[src/rtl/nibble_tx_if.sv]
// nibble_tx_if: load handshake and serial line for the 4-bit nibble transmitter.
//   En    - load request from the sender (sampled only while Ready=1)
//   Din   - data word, bit 0 is the MSB and is sent first
//   TxD   - serial line, idles high
//   Ready - transmitter can accept a word
//   Busy  - frame on the line (always ~Ready)
//   Done  - one-cycle pulse at frame completion
// The master modport is the word source; the slave modport is the transmitter.
interface nibble_tx_if;
    logic       En;
    logic [0:3] Din;
    logic       TxD;
    logic       Ready;
    logic       Busy;
    logic       Done;

    modport master (output En, Din, input TxD, Ready, Busy, Done);
    modport slave  (input En, Din, output TxD, Ready, Busy, Done);
endinterface

[src/rtl/nibble_tx.sv]
// nibble_tx: serial transmitter for 4-bit words.
// Frame on TxD: start(0), Din[0], Din[1], Din[2], Din[3], even parity, stop(1);
// every bit lasts BAUD_DIV clock cycles (legal range 1..256).
// Ports:
//   clk - system clock, rising edge
//   rst - synchronous active-high reset; aborts a frame in progress
//   bus - nibble_tx_if.slave (En/Din in, TxD/Ready/Busy/Done out)
// All outputs come straight from flops.
module nibble_tx #(
    parameter int BAUD_DIV = 4
) (
    input  logic         clk,
    input  logic         rst,
    nibble_tx_if.slave   bus
);

    localparam logic [2:0] ST_IDLE   = 3'd0;
    localparam logic [2:0] ST_START  = 3'd1;
    localparam logic [2:0] ST_DATA   = 3'd2;
    localparam logic [2:0] ST_PARITY = 3'd3;
    localparam logic [2:0] ST_STOP   = 3'd4;

    // Counter reload; BAUD_DIV=256 gives 255, the top of the 8-bit counter.
    localparam logic [7:0] BAUD_RELOAD = 8'(BAUD_DIV - 1);

    logic [2:0] state_reg;
    logic [7:0] baud_cnt_reg;
    logic [1:0] bit_cnt_reg;
    logic [0:3] data_reg;
    logic       parity_reg;
    logic       txd_reg;
    logic       ready_reg;
    logic       busy_reg;
    logic       done_reg;

    logic       bit_end;
    logic [1:0] bit_cnt_next;

    assign bit_end      = (baud_cnt_reg == 8'd0);
    assign bit_cnt_next = bit_cnt_reg + 2'd1;   // wraps 3 -> 0 on DATA exit

    always_ff @(posedge clk) begin
        if (rst) begin
            state_reg    <= ST_IDLE;
            baud_cnt_reg <= 8'd0;
            bit_cnt_reg  <= 2'd0;
            data_reg     <= 4'b0000;
            parity_reg   <= 1'b0;
            txd_reg      <= 1'b1;
            ready_reg    <= 1'b1;
            busy_reg     <= 1'b0;
            done_reg     <= 1'b0;
        end else begin
            done_reg <= 1'b0;

            // Outside IDLE the counter runs down; a state or bit ends at 0.
            if (state_reg != ST_IDLE) begin
                baud_cnt_reg <= bit_end ? BAUD_RELOAD : baud_cnt_reg - 8'd1;
            end

            // TxD is loaded with the value of the state being entered so the
            // line changes on the same edge as the state register.
            case (state_reg)
                ST_IDLE: begin
                    if (bus.En) begin
                        data_reg     <= bus.Din;
                        parity_reg   <= ^bus.Din;
                        baud_cnt_reg <= BAUD_RELOAD;
                        bit_cnt_reg  <= 2'd0;
                        state_reg    <= ST_START;
                        txd_reg      <= 1'b0;
                        ready_reg    <= 1'b0;
                        busy_reg     <= 1'b1;
                    end
                end
                ST_START: begin
                    if (bit_end) begin
                        state_reg <= ST_DATA;
                        txd_reg   <= data_reg[0];
                    end
                end
                ST_DATA: begin
                    if (bit_end) begin
                        bit_cnt_reg <= bit_cnt_next;
                        if (bit_cnt_reg == 2'd3) begin
                            state_reg <= ST_PARITY;
                            txd_reg   <= parity_reg;
                        end else begin
                            txd_reg   <= data_reg[bit_cnt_next];
                        end
                    end
                end
                ST_PARITY: begin
                    if (bit_end) begin
                        state_reg <= ST_STOP;
                        txd_reg   <= 1'b1;
                    end
                end
                ST_STOP: begin
                    if (bit_end) begin
                        state_reg    <= ST_IDLE;
                        baud_cnt_reg <= 8'd0;
                        ready_reg    <= 1'b1;
                        busy_reg     <= 1'b0;
                        done_reg     <= 1'b1;
                    end
                end
                default: begin
                    // Unreachable encodings fall back to a quiet idle line.
                    state_reg    <= ST_IDLE;
                    baud_cnt_reg <= 8'd0;
                    bit_cnt_reg  <= 2'd0;
                    txd_reg      <= 1'b1;
                    ready_reg    <= 1'b1;
                    busy_reg     <= 1'b0;
                end
            endcase
        end
    end

    assign bus.TxD   = txd_reg;
    assign bus.Ready = ready_reg;
    assign bus.Busy  = busy_reg;
    assign bus.Done  = done_reg;

endmodule

[src/flat_wrapper.sv]
// flat-port wrapper written by rule: the top's interface ports become plain ports
module nibble_tx_flat 
#(
    parameter int BAUD_DIV = 4
)
  (clk, rst, bus_En, bus_Din, bus_TxD, bus_Ready, bus_Busy, bus_Done);
  nibble_tx_if bus_i ();
  input  logic clk;
  input  logic rst;
  input wire logic [$bits(bus_i.En)-1:0] bus_En;
  input wire logic [$bits(bus_i.Din)-1:0] bus_Din;
  output wire logic [$bits(bus_i.TxD)-1:0] bus_TxD;
  output wire logic [$bits(bus_i.Ready)-1:0] bus_Ready;
  output wire logic [$bits(bus_i.Busy)-1:0] bus_Busy;
  output wire logic [$bits(bus_i.Done)-1:0] bus_Done;
  assign bus_i.En = bus_En;
  assign bus_i.Din = bus_Din;
  assign bus_TxD = bus_i.TxD;
  assign bus_Ready = bus_i.Ready;
  assign bus_Busy = bus_i.Busy;
  assign bus_Done = bus_i.Done;
  nibble_tx #(.BAUD_DIV(BAUD_DIV)) u_core (.clk(clk), .rst(rst), .bus(bus_i));
endmodule
[config.mk]
export PLATFORM = sky130hd
export DESIGN_NAME = nibble_tx_flat
export DESIGN_NICKNAME = d
export VERILOG_FILES = /design/src/rtl/nibble_tx_if.sv /design/src/rtl/nibble_tx.sv /design/src/flat_wrapper.sv
export SDC_FILE = /design/constraint.sdc
export NUM_CORES = 1
export LEC_CHECK = 0
export BUFFER_PORTS_ARGS = -buffer_cell sky130_fd_sc_hd__buf_2
export CELL_PAD_IN_SITES_DETAIL_PLACEMENT = 0
export CELL_PAD_IN_SITES_GLOBAL_PLACEMENT = 1
export CORE_MARGIN = 1
export CORE_UTILIZATION = 45
export CTS_BUF_LIST = sky130_fd_sc_hd__clkbuf_4
export DETAILED_ROUTE_END_ITERATION = 10
export GPL_ROUTABILITY_DRIVEN = 1
export PLACE_DENSITY_LB_ADDON = 0.1
export SYNTH_ARGS = -nofsm -noshare
export SYNTH_HDL_FRONTEND = slang
export SYNTH_SLANG_ARGS = --single-unit
[constraint.sdc]
create_clock -name clk -period 2.8 [get_ports clk]
set_input_delay 0.28 -clock clk [delete_from_list [all_inputs] [get_ports clk]]
set_output_delay 0.28 -clock clk [all_outputs]
set_load 0.05 [all_outputs]
==> results of run 1 <==
## per-stage QoR
step	power (mW)	util
after floorplan	0.7857	-
after global placement	0.8575	0.4965
after detailed placement	0.8593	0.4965
after CTS	1.005	0.5056
after global routing	1.069	0.5056
final	0.9986	0.5056
## logic make-up after synthesis
family          share of synthesized area
buf+inv                           0.04771
xor+xnor                          0.07423
simple gates                       0.2598
compound gates                     0.1623
flops                              0.3733
mux                               0.05090
fa+ha+maj                         0.03182
## worst max path at each step
stage / from / end / slack [ps] / cells past startpoint
after global placement: u_core.baud_cnt_reg[0]$_SDFF_PP0_ / u_core.bus.TxD$_SDFFE_PP1P_ / 1200 / 6
after CTS: u_core.baud_cnt_reg[0]$_SDFF_PP0_ / u_core.bus.TxD$_SDFFE_PP1P_ / 1150 / 6
final: u_core.baud_cnt_reg[0]$_SDFF_PP0_ / u_core.bus.TxD$_SDFFE_PP1P_ / 1150 / 6
after global routing: u_core.baud_cnt_reg[0]$_SDFF_PP0_ / u_core.bus.TxD$_SDFFE_PP1P_ / 990 / 6
after floorplan: u_core.baud_cnt_reg[0]$_SDFF_PP0_ / u_core.bus.TxD$_SDFFE_PP1P_ / 1260 / 7
after detailed placement: u_core.baud_cnt_reg[0]$_SDFF_PP0_ / u_core.bus.TxD$_SDFFE_PP1P_ / 1160 / 6
## cell usage in the layout (no fill, tap or decap), types with 2 or more instances in the layout
cell type	instances
o21ai_0	2
buf_2	10
nand4_1	3
clkbuf_4	3
a211oi_1	2
nor3_1	9
xor2_1	6
dfxtp_1	22
nand3_1	9
nor2_1	13
nand2_1	8
nor4_1	3
xnor2_1	4
inv_1	4
a31oi_1	3
mux2i_1	6
a21oi_1	6
ha_1	3
nor2b_1	4
o21ai_1	2
## power by group
part,internal (mW),switching (mW)
registers,0.365,0.0555
logic,0.160,0.274
clock network,0.0503,0.0941
total,0.575,0.423
## per-layer routing
| layer | GRT usage | up-vias |
|---|---|---|
| li1 | - | 508 |
| met1 | 0.2748 | 468 |
| met2 | 0.3083 | 15 |
| met3 | 0.03448 | 5 |
| met4 | 0.07895 | 0 |
| met5 | 0 | - |
## area by class of cell
type	count	area [um2]	area share
repair buffers	10	50.05	0.03996
multi-input cells	102	683.2	0.5455
inverters	5	18.77	0.01499
clock buffers	3	22.52	0.01798
flip-flops and latches	22	440.4	0.3516
well taps	30	37.54	0.02997
## worst reg2reg max path, stage by stage, from the launching register on
cell,delay (ps)
dfxtp_1,360
inv_1,90
ha_1,140
nor2b_1,280
nand3_1,280
a211oi_1,290
o32ai_2,100
==> summary.txt, run 1 <==
Finish
  • Synth-to-layout area growth: 6.150%
  • Max reg flops: 8
  • Final std cells w/o fill: about 170
  • Share of post-route cells with drive strength above 1: 0.1338
  • # diodes: 0
  • Cell area after layout: 1252 um2
  • Layout filler cell count: 250
  • Nets: around 150

Yosys
  • Fraction of registers with async set/reset: 0
  • Library cells used by synthesis: 42
  • Commonest cells post-synth: dfxtp_1, nor2_1, nand3_1, nor3_1, nand2_1
  • Ys Warns: 0
  • Primary FF master, synth: dfxtp_1
  • Syn nets: 147
  • Most frequent cell after synthesis: dfxtp_1
  • #FFs+latches synth: 22
  • Synthesized instance count: 137
  • EDFF count, synth: 0
  • Seq/Total Area, Yosys: 0.3733
  • Yosys top cell area share: 0.3733
  • Most area-consuming cells after synthesis: dfxtp_1, mux2i_1, xor2_1, nor2_1, nand3_1
  • Yosys top cell by area: dfxtp_1
  • Avg Inst Size Synth: between 8 and 9 um2
  • Cell area after synthesis: around 1200 um2

Critical path
  • RR Startpoint: u_core.baud_cnt_reg[0]$_SDFF_PP0_
  • R2r setup slk: 1150 ps
  • Reg2reg end: u_core.bus.TxD$_SDFFE_PP1P_
  • Setup crit end kind: flop
  • CP cell instances: inv_1 > ha_1 > nor2b_1 > nand3_1 > a211oi_1 > o32ai_2
  • Req. time, crit path: ~3000 ps
  • Family with the most delay on the worst path: simple AND/OR/NAND/NOR gates
  • Worst Path Buf+Inv: 1
  • CP max FO: 6
  • Startpoint Class: flop
  • CP max stage cell: dfxtp_1
  • WP data arrival: 1840 ps
  • Kind of critical path: reg -> reg
  • Max incr delay on CP: 360 ps
  • R2R depth: 6

Timing
  • Setup TNS: 0 ps
  • Highest clock rate: 607.5 MHz
  • Final period util: 0.5879
  • Unrepaired setup endpoints after global routing: false
  • Clock skew: 3.116 ps
  • Relative slew slack: 0.6715
  • Final Worst Setup Slack: 1154 ps
  • Max Slew Vio Count: 0
  • Setup Viol. Count Final: 0
  • Crit path time final: about 1600 ps
  • Least-Margin Pin Slew: 492.1 ps
  • Hold Slack: roughly 220 ps
  • Final Hold Vio Count: 0

Pwr
  • Max VDD drop: 0.4406 mV
  • Pwr/cell area: 797.3 nW/um2
  • Leakage: 0.4935 nW

Detailed routing
  • Wire length on met2: 1046 um
  • DR iter-0 viols: 18
  • Post-Route WL: 2385 um
  • Routed vias: 996
  • Drt first pass iters: 4
  • Routed Antenna Nets: 0
  • DRC: 0
  • WL met3: between 60 and 70 um
  • Wl on met1: 1233 um
  • Vias per inst: 5.791
  • Top sig layer: met4
  • WL/cell: 13.87 um

GRT
  • Largest net degree at the start of global routing: 25
  • First-pass GRT wire length: 4050 um
  • Total gr overflow: 0
  • Initial antenna violation count: 0
  • Gr usage total: 0.2008
  • Vias in the first global route: 898

Hold path
  • Hold EP: u_core.data_reg[0]$_SDFFE_PP0P_
  • Hold_sp: bus_Din[3]
  • Min-Delay Path Class: in -> reg
  • Hold path depth: 3

Placement
  • Port buffer count: 10
  • Pre-CTS WS: 1156 ps
  • Gpl congestion: 0.7968
  • DPL Wire Length: 1735 um
  • Placed cell count: 169
  • Post-DP Area: 1230 um2

CTS
  • H-tree depth: 1
  • Setup bufs post-CTS: 0
  • Root Buffer Master: clkbuf_4
  • Clock-pin slew on the worst setup and hold paths: 120 ps
  • Total clock sinks: 22
  • CTS tree: yes
  • Num CTS Buffers: 3
  • Clk Latency, worst-skew pair: between 300 and 400 ps
  • Hold-fix buffers at CTS: 0
  • CTS max path bufs: 2
  • Post_cts resized: 0

Floorplan
  • Die Footprint: 2831 um2
  • Chip Width: around 53 um
  • Total I/O pin count: 11
  • Core Area: 2477 um2
  • Row count: 18
  • Chip height: 53.21 um
  • Initial Utilization: 0.4763

Job
  • Max-cap violations: 0

Run status
  • Status: finished clean
Power figures use the tool's default switching activity.
==> run 2, diff against run 1 <==
Clock period 2.8 ns to 1.6 ns, I/O delays scaled along.
==> run 2 against run 1 <==
Against the previous run:
- final cell count up 6.4%
- sequential cell count unchanged
- via count up 5.2%
- count of clock-buffer cells in the layout unchanged
- global-route usage up 0.92 points
- fmax up 5.2%
- sequential share of layout area down 3.6 points
- critical path depth down 1
- register-to-register slack worse by 1100 ps
- first-iteration DRC count up 39%
- critical path type unchanged
- critical endpoint unchanged
- largest power group unchanged
- highest routed layer unchanged
==> summary.txt, run 2 (synthesis results as in run 1) <==
Finish
  • Max reg flops: 8 (unchanged)
  • # diodes: 0 (unchanged)
  • Share of post-route cells with drive strength above 1: 0.2549 (+0.1211)
  • Layout filler cell count: 235 (-6.0%)
  • Nets: 164 (+6.5%)
  • Synth-to-layout area growth: 18.77%
  • Fin util: 0.5657 (+0.06010)
  • Most frequent cells in the layout: dfxtp_1, nor2_1, buf_2, buf_4, nand3_1
  • Most common cell after layout, fill and taps aside: dfxtp_1

Timing
  • Final Worst Setup Slack: 35.10 ps (-1119 ps)
  • Max Slew Vio Count: 0 (unchanged)
  • Least-Margin Pin Slew: 381.2 ps (-110.8 ps)
  • Setup Viol. Count Final: 0 (unchanged)
  • Relative slew slack: 0.7455 (+0.07400)
  • Clock skew: 3.067 ps (-0.04893 ps)
  • Highest clock rate: 639.0 MHz (+5.2%)
  • Final period util: 0.9781 (+0.3902)
  • Crit path time final: 1565 ps (-81.23 ps)
  • Final Hold Vio Count: 0 (unchanged)

Floorplan
  • Initial Utilization: 0.4763 (unchanged)
  • Total I/O pin count: 11 (unchanged)
  • Chip height: 53.21 um (unchanged)
  • Chip Width: 53.21 um (unchanged)
  • Row count: 18 (unchanged)
  • Die Footprint: 2831 um2 (unchanged)
  • Core Area: 2477 um2 (unchanged)

Pwr
  • Leakage: 0.5579 nW (+13%)
  • Pwr/cell area: 1428 nW/um2 (+79%)
  • Reg power frac: 0.368 (-0.053)
  • Switch Pwr: 0.8566 mW (+100%)
  • Max VDD drop: 1.048 mV (+140%)
  • Switching share of power: 0.4280 (+0.004037)
  • Comb power frac: 0.498 (+0.063)
  • Int Power: 1.145 mW (+99%)
  • Clock share of power: 0.135 (-0.010)

CTS
  • H-tree depth: 1 (unchanged)
  • CTS max path bufs: 2 (unchanged)
  • Clk Latency, worst-skew pair: 310 ps (about the same)
  • Clock-pin slew on the worst setup and hold paths: 130 ps (about the same)
  • Hold-fix buffers at CTS: 0 (unchanged)
  • Root Buffer Master: clkbuf_4
  • Num CTS Buffers: 3 (unchanged)
  • Total clock sinks: 22 (unchanged)
  • CTS tree: yes

Hold path
  • Hold EP: u_core.bit_cnt_reg[1]$_SDFFE_PP0P_
  • Hold_sp: rst
  • Hold path depth: 2 (-1)
  • Min-Delay Path Class: in -> reg

GRT
  • Vias in the first global route: 941 (+4.8%)
  • First-pass GRT wire length: 4298 um (+6.1%)
  • Largest net degree at the start of global routing: 21 (-16%)
  • Total gr overflow: 0 (unchanged)
  • Gr usage total: 0.2101 (+0.009217)
  • Initial antenna violation count: 0 (unchanged)

Placement
  • Pre-CTS WS: 7.863 ps (-1148 ps)
  • Gpl congestion: 0.8150 (+2.3%)
  • DPL Wire Length: 1801 um (+3.8%)
  • Port buffer count: 10 (unchanged)

Detailed routing
  • Vias per inst: 5.727 (-1.1%)
  • DRC: 0 (unchanged)
  • Post-Route WL: 2685 um (+13%)
  • WL/cell: 14.67 um (+5.8%)
  • DR iter-0 viols: 25 (+7)
  • Drt first pass iters: 6 (+2)
  • Routed Antenna Nets: 0 (unchanged)
  • Routed vias: 1048 (+5.2%)

Critical path
  • R2R depth: 5 (-1)
  • Setup crit end kind: flop
  • Max incr delay on CP: 370 ps (about the same)
  • RR Startpoint: u_core.bit_cnt_reg[0]$_SDFFE_PP0P_
  • CP max FO: 5 (-1)
  • R2r setup slk: 40 ps (-1120 ps)
  • WP data arrival: 1800 ps (-40 ps)
  • CP cell instances: ha_1 > mux2i_1 > a22oi_1 > a211oi_2 > o32ai_2
  • Kind of critical path: reg -> reg
  • Reg2reg end: u_core.bus.TxD$_SDFFE_PP1P_
  • Req. time, crit path: 1830 ps (-1160 ps)
  • Startpoint Class: flop
  • CP max stage cell: dfxtp_2

Run status
  • Status: finished clean

Job
  • Max-cap violations: 0 (unchanged)
-- run 2: cell types whose count changed in the layout (fill, tap and decap cells not counted), sizes merged --
cell    before  now
buf         10   20
clkinv       0    1
-- run 2: power by group through the flow --
stage                     logic (mW)  clock network, mW  registers (mW)
after floorplan                0.582                  0           0.793
after detailed placement       0.831                  0           0.735
after CTS                      0.839              0.279           0.723
after global routing            1.09              0.296           0.751
after global placement         0.827                  0           0.732
final                          0.996              0.270           0.736
-- run 2: layout make-up --
class,instances,area (um2),area share
clock inverters,1,3.754,0.002679
inverters,5,18.77,0.01339
flip-flops and latches,22,442.9,0.3161
repair buffers,20,125.1,0.08929
multi-input cells,102,750.7,0.5357
well taps,30,37.54,0.02679
clock buffers,3,22.52,0.01607
-- run 2: metal layers --
layer  global-route usage  wire, um  vias up
li1                     -         -      527
met1               0.3002      1345      499
met2               0.3167      1236       20
met4              0.07895        15        0
met3              0.02586        88        2
met5                    0         0        -
-- run 2: worst max-delay path by stage --
| stage | endpoint | slack, ps | start | depth (start not counted) |
|---|---|---|---|---|
| after floorplan | u_core.bus.TxD$_SDFFE_PP1P_ | 60 | u_core.baud_cnt_reg[0]$_SDFF_PP0_ | 7 |
| after global placement | u_core.bus.TxD$_SDFFE_PP1P_ | -2 | u_core.bit_cnt_reg[0]$_SDFFE_PP0P_ | 5 |
| after detailed placement | u_core.bus.TxD$_SDFFE_PP1P_ | 8 | u_core.baud_cnt_reg[1]$_SDFF_PP0_ | 6 |
| after CTS | u_core.bus.TxD$_SDFFE_PP1P_ | 5 | u_core.bit_cnt_reg[0]$_SDFFE_PP0P_ | 5 |
| after global routing | u_core.baud_cnt_reg[7]$_SDFF_PP0_ | -30 | u_core.state_reg[0]$_SDFFE_PP0P_ | 4 |
| final | u_core.bus.TxD$_SDFFE_PP1P_ | 40 | u_core.bit_cnt_reg[0]$_SDFFE_PP0P_ | 5 |
-- run 2: metrics by stage --
step                cells  TNS (ps)  power [mW]  instance area, um2  hold slack, ps
detailed placement    177         0       1.566                1290           397.7
global route          183    -154.4       2.137                1401           45.97
CTS                   181         0       1.841                1319           50.33
floorplan             137         0       1.375                1180           303.9
global placement      177    -1.769       1.559                1290           386.4
finish                183         0       2.001                1401           57.45
-- run 2: repair_timing --
item                                    in CTS  in global routing
pin swaps                                    0                  1
setup buffers                                0                  2
endpoints found under the setup margin       1                 15
gates resized for setup                      1                 14
-- run 2: critical path, delay by kind of cell (launching register included) --
kind            cells  cell delay (ps)
compound gates      3              620
flops               1              370
fa+ha+maj           1              350
mux                 1              140
